[src/rtl/beat_scheduler.sv]
// Beat scheduler: play/pause/stop sequencing, tempo-scaled beat timing and
// step strobes for the tone/LED step decoder.
module beat_scheduler #(
   parameter int unsigned BASE_TICK = 12_500_000,
   parameter int unsigned TICK_STEP = 1_000_000,
   parameter int unsigned BEAT_MAX  = 64
) (
   input  logic        clk,
   input  logic        rst,
   input  logic        play_pulse,
   input  logic        stop_pulse,
   input  logic        tempo_up_pulse,
   input  logic        tempo_down_pulse,
   input  logic        loop_mode,
   output logic [11:0] ibeat_num,
   output logic        en,
   output logic [3:0]  step,
   output logic        step_strobe,
   output logic [1:0]  state,
   output logic [2:0]  tempo_level
);

   localparam int unsigned TICK_W  = 32;
   localparam int unsigned BEAT_W  = 12;
   localparam int unsigned TEMPO_W = 3;

   typedef enum logic [1:0] {
      ST_STOP  = 2'b00,
      ST_PLAY  = 2'b01,
      ST_PAUSE = 2'b10,
      ST_END   = 2'b11
   } state_t;

   state_t              state_q, state_d;
   logic [TICK_W-1:0]   tick_q, tick_d;
   logic [TICK_W-1:0]   period_q, period_d;
   logic [TICK_W-1:0]   pend_period;
   logic [BEAT_W-1:0]   beat_q, beat_d, beat_inc;
   logic                strobe_q, strobe_d;
   logic                en_q;
   logic [TEMPO_W-1:0]  tempo_q, tempo_d;

   // Period that the next beat will use, derived from the live tempo level.
   assign pend_period = TICK_W'(BASE_TICK) - (TICK_W'(tempo_q) * TICK_W'(TICK_STEP));
   assign beat_inc    = beat_q + BEAT_W'(1);

   // State, counters and registered outputs.
   always_ff @(posedge clk or posedge rst) begin
      if (rst) begin
         state_q  <= ST_STOP;
         tick_q   <= '0;
         period_q <= TICK_W'(BASE_TICK);
         beat_q   <= '0;
         strobe_q <= 1'b0;
         en_q     <= 1'b0;
         tempo_q  <= '0;
      end else begin
         state_q  <= state_d;
         tick_q   <= tick_d;
         period_q <= period_d;
         beat_q   <= beat_d;
         strobe_q <= strobe_d;
         en_q     <= (state_d == ST_PLAY) || (state_d == ST_END);
         tempo_q  <= tempo_d;
      end
   end

   // Next-state and beat/tick sequencing; stop takes priority over everything.
   always_comb begin
      state_d  = state_q;
      tick_d   = tick_q;
      period_d = period_q;
      beat_d   = beat_q;
      strobe_d = 1'b0;
      if (stop_pulse) begin
         state_d = ST_STOP;
         tick_d  = '0;
         beat_d  = '0;
      end else begin
         case (state_q)
            ST_STOP, ST_END: begin
               if (play_pulse) begin
                  state_d  = ST_PLAY;
                  tick_d   = '0;
                  beat_d   = '0;
                  period_d = pend_period;
                  strobe_d = 1'b1;
               end
            end
            ST_PLAY: begin
               if (play_pulse) begin
                  state_d = ST_PAUSE;
               end else if (tick_q == (period_q - TICK_W'(1))) begin
                  // Beat boundary: latch the new period so tempo changes never
                  // stretch or shrink a beat already in progress.
                  tick_d   = '0;
                  period_d = pend_period;
                  if (beat_q == BEAT_W'(BEAT_MAX - 1)) begin
                     if (loop_mode) begin
                        beat_d   = '0;
                        strobe_d = 1'b1;
                     end else begin
                        state_d = ST_END;
                        beat_d  = BEAT_W'(BEAT_MAX);
                     end
                  end else begin
                     beat_d   = beat_inc;
                     strobe_d = (beat_inc[1:0] == 2'b00);
                  end
               end else begin
                  tick_d = tick_q + TICK_W'(1);
               end
            end
            ST_PAUSE: begin
               if (play_pulse) state_d = ST_PLAY;
            end
            default: state_d = ST_STOP;
         endcase
      end
   end

   // Saturating tempo level; simultaneous up and down cancel.
   always_comb begin
      tempo_d = tempo_q;
      if (tempo_up_pulse && !tempo_down_pulse && (tempo_q != TEMPO_W'(7)))
         tempo_d = tempo_q + TEMPO_W'(1);
      else if (tempo_down_pulse && !tempo_up_pulse && (tempo_q != TEMPO_W'(0)))
         tempo_d = tempo_q - TEMPO_W'(1);
   end

   assign ibeat_num   = beat_q;
   assign step        = beat_q[5:2];
   assign step_strobe = strobe_q;
   assign en          = en_q;
   assign state       = state_q;
   assign tempo_level = tempo_q;

endmodule

[config.mk]
export PLATFORM = sky130hd
export DESIGN_NAME = beat_scheduler
export DESIGN_NICKNAME = d
export VERILOG_FILES = /design/src/rtl/beat_scheduler.sv
export SDC_FILE = /design/constraint.sdc
export NUM_CORES = 1
export LEC_CHECK = 0
export ABC_AREA = 1
export CAP_MARGIN = 20
export CELL_PAD_IN_SITES_DETAIL_PLACEMENT = 1
export CELL_PAD_IN_SITES_GLOBAL_PLACEMENT = 2
export CORE_ASPECT_RATIO = 0.8
export CORE_UTILIZATION = 36
export CTS_CLUSTER_DIAMETER = 200
export DETAILED_ROUTE_END_ITERATION = 6
export DONT_BUFFER_PORTS = 1
export GPL_ROUTABILITY_DRIVEN = 1
export PLACE_DENSITY = 0.91
export SLEW_MARGIN = 40
export SYNTH_ARGS = -nofsm -noshare
export SYNTH_HDL_FRONTEND = slang
export SYNTH_SLANG_ARGS = --single-unit
[constraint.sdc]
create_clock -name clk -period 2.85 [get_ports clk]
set_input_delay 0.57 -clock clk [delete_from_list [all_inputs] [get_ports clk]]
set_output_delay 0.57 -clock clk [all_outputs]
set_load 0.01 [all_outputs]
==> results of run 1 <==
sequential cells by signal, indices dropped and copies added (netlist names):
signal and flops:
ibeat_num 12, period_q 15, state 2, step_strobe 1, tempo_level 3, tick_q 32
worst paths after layout:
check | from | to | slack (ps) | cells after the start
max | tempo_level[1] | period_q[23] | 250 | 12
min | rst | tick_q[11] | 100 | 1
max reg2reg | tempo_level[1] | period_q[23] | 250 | 12
min reg2reg | period_q[10] | period_q[10] | 470 | 2
max in group asynchronous | rst | period_q[10] | 2090 | 2
min in group clk | stop_pulse | state[1] | 280 | 1
cells by family after synthesis:
kind of cell	Yosys count
AND/OR/NAND/NOR	500
buffers and inverters	109
flip-flops	65
AO/OA/AOI/OAI	30
XOR/XNOR	25
adder cells (fa/ha/maj)	23
multiplexers	1
power groups by stage:
stage	Sequential, mW	Combinational, mW	Clock, mW
final	1.26	1.80	1.31
after global routing	1.29	2.07	1.36
after CTS	1.27	1.81	1.34
after detailed placement	1.28	1.79	0
after global placement	1.27	1.72	0
after floorplan	1.25	1.36	0
metal layers:
| layer | GRT usage [%] | up-vias | routed length (um) |
|---|---|---|---|
| met2 | 33.9 | 46 | 6350 |
| met5 | 0 | - | 0 |
| met3 | 4.57 | 13 | 550 |
| li1 | - | 2327 | - |
| met1 | 31.4 | 2263 | 7600 |
| met4 | 6.33 | 0 | 184 |
through the flow:
stage	instances	utilization [%]	area, um2
2_1_floorplan	753	-	5000
3_3_place_gp	923	38.0	5150
3_5_place_dp	923	38.0	5150
4_1_cts	939	40.6	5500
5_1_grt	939	40.6	5500
6_report	939	40.6	5500
area by class of cell:
| class | count | area, um2 | area share, % |
|---|---|---|---|
| clock buffers | 11 | 243 | 4.41 |
| clock inverters | 5 | 103 | 1.87 |
| multi-input cells | 579 | 2870 | 52.2 |
| inverters | 91 | 347 | 6.30 |
| repair buffers | 8 | 72.6 | 1.32 |
| well taps | 180 | 225 | 4.10 |
| flip-flops and latches | 65 | 1640 | 29.8 |
cell usage after synthesis:
library cell,count
o21bai_1,1
mux2i_1,1
nand2_4,4
o21ai_2,1
nor3_1,8
nor2_4,1
inv_1,80
ha_1,19
nor3_2,1
nand3_4,1
fa_1,4
xnor2_1,2
or3_1,1
o21a_1,1
o211ai_1,2
a31oi_1,1
nand3_1,55
nor2_1,125
o21ai_0,14
buf_6,5
or2_2,2
dfstp_2,9
inv_2,8
clkinv_4,1
dfrtp_1,56
nand4_1,19
a21oi_1,9
nor2_2,8
nand3b_1,5
clkbuf_1,1
nand2_2,16
buf_4,9
nor4_1,1
buf_2,3
nand3_2,1
xor2_1,23
clkinv_1,2
nand2_1,252
a21o_1,1
worst max-delay path: stages (launching register included):
cell and delay, ps:
dfrtp_2 460, inv_1 240, ha_1 320, ha_1 230, inv_1 90, fa_1 410, inv_1 70, nand4_1 150
nor2_1 180, nand3_1 130, nand2_1 80, nand3b_1 100, nand2_1 60
==> impl_metrics.xml, run 1 <==
<?xml version="1.0" encoding="UTF-8"?>
<metrics>
  <group name="power">
    <metric name="power_per_cell_area" unit="nW/um2">795</metric>
    <metric name="leakage" unit="nW">2.56</metric>
    <metric name="pwr-share-seq" unit="%">28.9</metric>
    <metric name="p_switching" unit="mW">1.75</metric>
    <metric name="power.share.clock" unit="%">29.9</metric>
    <metric name="power.share.switching" unit="%">39.9</metric>
    <metric name="p_int" unit="mW">2.63</metric>
    <metric name="power.total" unit="mW">4.37</metric>
    <metric name="max-vdd-ir-drop" unit="mV">0.723</metric>
    <metric name="combPwrFrac" unit="%">41.2</metric>
  </group>
  <group name="logic_synthesis">
    <metric name="mappedNetlistArea" unit="um2">5000</metric>
    <metric name="mux_cell_area_share_after_synthesis" unit="%">0.200</metric>
    <metric name="main_combinational_cell_family_by_area_after_synthesis" unit="">simple AND/OR/NAND/NOR gates</metric>
    <metric name="yosys.area.top_type" unit="">dfrtp_1</metric>
    <metric name="post_synth_inst_count" unit="">753</metric>
    <metric name="ys_seq_elements" unit="">65</metric>
    <metric name="synthSimpleGateAreaFrac" unit="%">43.1</metric>
    <metric name="synth_compound_gate_area_share" unit="%">3.36</metric>
    <metric name="syn_area_per_cell" unit="um2">6.64</metric>
    <metric name="ys_seq_area_share" unit="%">32.8</metric>
    <metric name="synth.top_cell.area_share" unit="%">28.0</metric>
    <metric name="syn-num-nets" unit="">783</metric>
    <metric name="synth_top_cells_by_area" unit="">dfrtp_1 28%, nand2_1 19%, nor2_1 9.4%, inv_1 6.0%, nand3_1 5.5%</metric>
    <metric name="synth_adder_area_share" unit="%">6.36</metric>
    <metric name="synthesis.yosys.warnings" unit="">0</metric>
    <metric name="synth_xor_xnor_area_share" unit="%">4.38</metric>
    <metric name="ys_types" unit="">39</metric>
  </group>
  <group name="global_routing">
    <metric name="grt_max_degree" unit="">50</metric>
    <metric name="overflow" unit="">0</metric>
    <metric name="grtUsageTotal" unit="%">22.2</metric>
    <metric name="antenna_found_initial" unit="">0</metric>
    <metric name="number_of_global_route_vias_before_repair" unit="">4819</metric>
    <metric name="grt_pass1_wl" unit="um">24600</metric>
  </group>
  <group name="final_layout">
    <metric name="syn2layout_area_growth" unit="%">10.0</metric>
    <metric name="drive_gt1_share" unit="%">10.3</metric>
    <metric name="mostFrequentLayoutCells" unit="">252 x nand2_1, 125 x nor2_1, 79 x inv_1</metric>
    <metric name="most_common_library_cell_in_the_layout_ignoring_fill_and_taps" unit="">nand2_1</metric>
    <metric name="antenna_cells_inserted" unit="">0</metric>
    <metric name="nets" unit="">784</metric>
    <metric name="n_fill_cell" unit="">1775</metric>
  </group>
  <group name="drt">
    <metric name="detailroute.via_count" unit="">4649</metric>
    <metric name="routed_wl" unit="um">14700</metric>
    <metric name="drc" unit="">0</metric>
    <metric name="detail_route.iter0.violations" unit="">267</metric>
    <metric name="post_drt_via_cell_ratio" unit="">4.95</metric>
    <metric name="antenna_left" unit="">0</metric>
    <metric name="first_pass_iters" unit="">4</metric>
    <metric name="avgRoutedWirePerCell" unit="um">15.6</metric>
  </group>
  <group name="cts">
    <metric name="postCtsSetupRepairBufs" unit="">0</metric>
    <metric name="numCtsBuffers" unit="">9</metric>
    <metric name="ctsResizeCount" unit="">0</metric>
    <metric name="htreeDepth" unit="">3</metric>
    <metric name="cts.sinks" unit="">65</metric>
    <metric name="worst_setup_hold_path_clk_slew" unit="ps">60</metric>
    <metric name="clk_latency" unit="ps">350</metric>
    <metric name="post_cts_hold_buffer_count" unit="">0</metric>
    <metric name="clock_path_buffers" unit="">2</metric>
    <metric name="cts_root_buf" unit="">clkbuf_16</metric>
    <metric name="clock_tree_from_tritoncts" unit="">done</metric>
  </group>
  <group name="die">
    <metric name="dieWidth" unit="um">134</metric>
    <metric name="initial_utilization" unit="%">36.9</metric>
    <metric name="core-area" unit="um2">13600</metric>
    <metric name="die_y" unit="um">107</metric>
    <metric name="dieArea" unit="um2">14400</metric>
    <metric name="site_row_count" unit="">38</metric>
    <metric name="boundaryPins" unit="">30</metric>
  </group>
  <group name="status">
    <metric name="run_status" unit="">finished clean</metric>
  </group>
  <group name="timing">
    <metric name="setup_repair_after_global_routing_missed_its_margin" unit="">false</metric>
    <metric name="finalClockSkew" unit="ps">8.96</metric>
    <metric name="whs" unit="ps">96.9</metric>
    <metric name="setup_ws" unit="ps">254</metric>
    <metric name="worstMarginPinSlew" unit="ps">459</metric>
    <metric name="hold_viol_final" unit="">0</metric>
    <metric name="post-route-period-util" unit="%">91.1</metric>
    <metric name="setup_total_negative_slack" unit="ps">0</metric>
    <metric name="worst_slew_margin_rel" unit="%">69.3</metric>
    <metric name="final.min_clock_period" unit="ps">2600</metric>
    <metric name="final-max-slew-violation-count" unit="">0</metric>
    <metric name="fmax" unit="MHz">385</metric>
    <metric name="finalSetupViolCount" unit="">0</metric>
  </group>
  <group name="critical_path">
    <metric name="timing_worst_setup_path_type" unit="">reg2reg</metric>
    <metric name="cp.required" unit="ps">3130</metric>
    <metric name="startpoint_type_of_the_worst_setup_path" unit="">flip-flop</metric>
    <metric name="worstSetupEndpointType" unit="">flip-flop</metric>
    <metric name="worst_ep_arrival_time" unit="ps">2870</metric>
    <metric name="path_max_fanout" unit="">8</metric>
  </group>
  <group name="flow_run">
    <metric name="drv.max_cap_violation_count" unit="">0</metric>
  </group>
  <group name="hold_path">
    <metric name="worst_min_delay_path_category" unit="">in2async</metric>
  </group>
  <group name="placement">
    <metric name="detailed_placement_hpwl" unit="um">11500</metric>
    <metric name="port-buffer-count" unit="">0</metric>
    <metric name="pre_cts_slack" unit="ps">231</metric>
    <metric name="routabilityCongestion" unit="">0.863</metric>
  </group>
</metrics>
Note: power is estimated with default switching activity, not from simulation.
==> run 2: changes to the inputs <==
--- a/config.mk
+++ b/config.mk
@@ -10,12 +10,12 @@
 export CELL_PAD_IN_SITES_DETAIL_PLACEMENT = 1
 export CELL_PAD_IN_SITES_GLOBAL_PLACEMENT = 2
 export CORE_ASPECT_RATIO = 0.8
-export CORE_UTILIZATION = 36
+export CORE_UTILIZATION = 35
 export CTS_CLUSTER_DIAMETER = 200
 export DETAILED_ROUTE_END_ITERATION = 6
 export DONT_BUFFER_PORTS = 1
 export GPL_ROUTABILITY_DRIVEN = 1
-export PLACE_DENSITY = 0.91
+export PLACE_DENSITY = 0.89
 export SLEW_MARGIN = 40
 export SYNTH_ARGS = -nofsm -noshare
 export SYNTH_HDL_FRONTEND = slang
==> impl_metrics.xml, run 2 (same netlist as run 1, synthesis figures left out) <==
<?xml version="1.0" encoding="UTF-8"?>
<metrics>
  <group name="final_layout">
    <metric name="n_fill_cell" unit="">1821</metric>
    <metric name="nets" unit="">785</metric>
    <metric name="mostFrequentLayoutCells" unit="">252 x nand2_1, 125 x nor2_1, 79 x inv_1</metric>
    <metric name="most_common_library_cell_in_the_layout_ignoring_fill_and_taps" unit="">nand2_1</metric>
    <metric name="syn2layout_area_growth" unit="%">8.54</metric>
    <metric name="antenna_cells_inserted" unit="">0</metric>
    <metric name="sequential_cell_area" unit="um2">1640</metric>
    <metric name="register_with_the_most_flip_flops" unit="">tick_q</metric>
    <metric name="largest_reg_flops" unit="">32</metric>
    <metric name="drive_gt1_share" unit="%">10.0</metric>
    <metric name="multi_input_area" unit="um2">2870</metric>
  </group>
  <group name="cts">
    <metric name="post_cts_hold_buffer_count" unit="">0</metric>
    <metric name="cts_root_buf" unit="">clkbuf_16</metric>
    <metric name="clk_latency" unit="ps">350</metric>
    <metric name="postCtsSetupRepairBufs" unit="">0</metric>
    <metric name="clock_tree_from_tritoncts" unit="">done</metric>
    <metric name="worst_setup_hold_path_clk_slew" unit="ps">60</metric>
    <metric name="clock_path_buffers" unit="">2</metric>
    <metric name="ctsResizeCount" unit="">0</metric>
    <metric name="numCtsBuffers" unit="">9</metric>
    <metric name="htreeDepth" unit="">3</metric>
    <metric name="cts.sinks" unit="">65</metric>
  </group>
  <group name="timing">
    <metric name="setup_ws" unit="ps">259</metric>
    <metric name="finalClockSkew" unit="ps">8.13</metric>
    <metric name="setup_repair_after_global_routing_missed_its_margin" unit="">false</metric>
    <metric name="worst_slew_margin_rel" unit="%">59.2</metric>
    <metric name="fmax" unit="MHz">386</metric>
    <metric name="post-route-period-util" unit="%">90.9</metric>
    <metric name="finalSetupViolCount" unit="">0</metric>
    <metric name="hold_viol_final" unit="">0</metric>
    <metric name="final-max-slew-violation-count" unit="">0</metric>
    <metric name="final.min_clock_period" unit="ps">2590</metric>
    <metric name="worstMarginPinSlew" unit="ps">611</metric>
    <metric name="setup_total_negative_slack" unit="ps">0</metric>
  </group>
  <group name="critical_path">
    <metric name="beginning_of_the_worst_register_to_register_path" unit="">tempo_level[0]</metric>
    <metric name="worst_ep_arrival_time" unit="ps">2870</metric>
    <metric name="startpoint_type_of_the_worst_setup_path" unit="">flip-flop</metric>
    <metric name="timing.reg2reg.setup_slack" unit="ps">260</metric>
    <metric name="timing_worst_setup_path_type" unit="">reg2reg</metric>
    <metric name="path_max_fanout" unit="">8</metric>
    <metric name="cp.required" unit="ps">3120</metric>
    <metric name="worstSetupEndpointType" unit="">flip-flop</metric>
    <metric name="ff2ff_path_depth" unit="">12</metric>
    <metric name="regToRegEndpoint" unit="">period_q[23]</metric>
  </group>
  <group name="die">
    <metric name="core-area" unit="um2">13700</metric>
    <metric name="initial_utilization" unit="%">36.4</metric>
    <metric name="dieArea" unit="um2">14800</metric>
    <metric name="boundaryPins" unit="">30</metric>
    <metric name="die_y" unit="um">109</metric>
    <metric name="site_row_count" unit="">38</metric>
    <metric name="dieWidth" unit="um">136</metric>
  </group>
  <group name="drt">
    <metric name="detailroute.via_count" unit="">4662</metric>
    <metric name="detail_route.iter0.violations" unit="">204</metric>
    <metric name="post_drt_via_cell_ratio" unit="">4.96</metric>
    <metric name="routed_wl" unit="um">14900</metric>
    <metric name="antenna_left" unit="">0</metric>
    <metric name="first_pass_iters" unit="">4</metric>
    <metric name="drc" unit="">0</metric>
    <metric name="avgRoutedWirePerCell" unit="um">15.9</metric>
  </group>
  <group name="global_routing">
    <metric name="antenna_found_initial" unit="">0</metric>
    <metric name="grt_max_degree" unit="">31</metric>
    <metric name="grtUsageTotal" unit="%">22.5</metric>
    <metric name="grt_pass1_wl" unit="um">25300</metric>
    <metric name="overflow" unit="">0</metric>
    <metric name="number_of_global_route_vias_before_repair" unit="">4898</metric>
  </group>
  <group name="placement">
    <metric name="routabilityCongestion" unit="">0.868</metric>
    <metric name="detailed_placement_hpwl" unit="um">11800</metric>
    <metric name="pre_cts_slack" unit="ps">249</metric>
    <metric name="port-buffer-count" unit="">0</metric>
  </group>
  <group name="power">
    <metric name="p_int" unit="mW">2.36</metric>
    <metric name="pwr-share-seq" unit="%">31.1</metric>
    <metric name="power.share.switching" unit="%">42.5</metric>
    <metric name="combPwrFrac" unit="%">43.8</metric>
    <metric name="power.share.clock" unit="%">25.1</metric>
    <metric name="power_per_cell_area" unit="nW/um2">756</metric>
    <metric name="leakage" unit="nW">2.52</metric>
    <metric name="max-vdd-ir-drop" unit="mV">0.679</metric>
    <metric name="p_switching" unit="mW">1.74</metric>
  </group>
  <group name="flow_run">
    <metric name="drv.max_cap_violation_count" unit="">0</metric>
  </group>
  <group name="status">
    <metric name="run_status" unit="">finished clean</metric>
  </group>
  <group name="hold_path">
    <metric name="worst_min_delay_path_category" unit="">in2async</metric>
  </group>
</metrics>
[run 2: how the worst max path moves through the flow]
| stage | start | end | cells after the start |
|---|---|---|---|
| final | tempo_level[0] | period_q[23] | 12 |
| after global routing | tempo_level[0] | period_q[22] | 13 |
| after CTS | tempo_level[0] | period_q[23] | 12 |
| after detailed placement | tempo_level[0] | period_q[23] | 12 |
| after global placement | tempo_level[0] | period_q[22] | 13 |
| after floorplan | tempo_level[1] | period_q[22] | 13 |
[run 2: through the flow]
stage	utilization [%]	total power, mW	std cells	cell area (um2)	hold slack (ps)
6_report	39.5	4.10	939	5420	183
5_1_grt	39.5	4.46	939	5420	217
4_1_cts	39.5	4.16	939	5420	192
3_5_place_dp	37.6	3.10	924	5160	469
3_3_place_gp	37.6	2.98	924	5160	465
2_1_floorplan	-	2.61	753	5000	449
[run 2: power groups by stage]
stage,registers (mW),clock network [mW],logic (mW)
6_report,1.28,1.03,1.80
5_1_grt,1.30,1.09,2.06
4_1_cts,1.28,1.05,1.83
3_5_place_dp,1.29,0,1.81
3_3_place_gp,1.28,0,1.70
2_1_floorplan,1.25,0,1.36
[run 2: layout make-up]
type	count	share of cell area (%)
repair buffers	9	1.48
clock buffers	12	4.54
clock inverters	3	0.323
multi-input cells	579	52.9
inverters	91	6.39
flip-flops and latches	65	30.2
well taps	180	4.15
[run 2: routing by layer]
metal  routed length, um  share of wire, %  global-route usage [%]  vias to the layer above
met3                 598               4.0                    6.18                        6
met4                 108              0.72                    4.25                        0
met2                6590                44                    35.4                       54
met5                   0                 0                       0                        -
met1                7650                51                    30.9                     2268
li1                    -                 -                       -                     2334
[run 2: critical path: stages (launching register included)]
cell      delay (ps)
dfrtp_1          520
inv_1            140
ha_1             350
ha_1             230
inv_1            100
fa_1             430
inv_1             70
nand4_1          140
nor2_1           190
nand3_1          130
nand2_1           80
nand3b_1         100
nand2_1           60
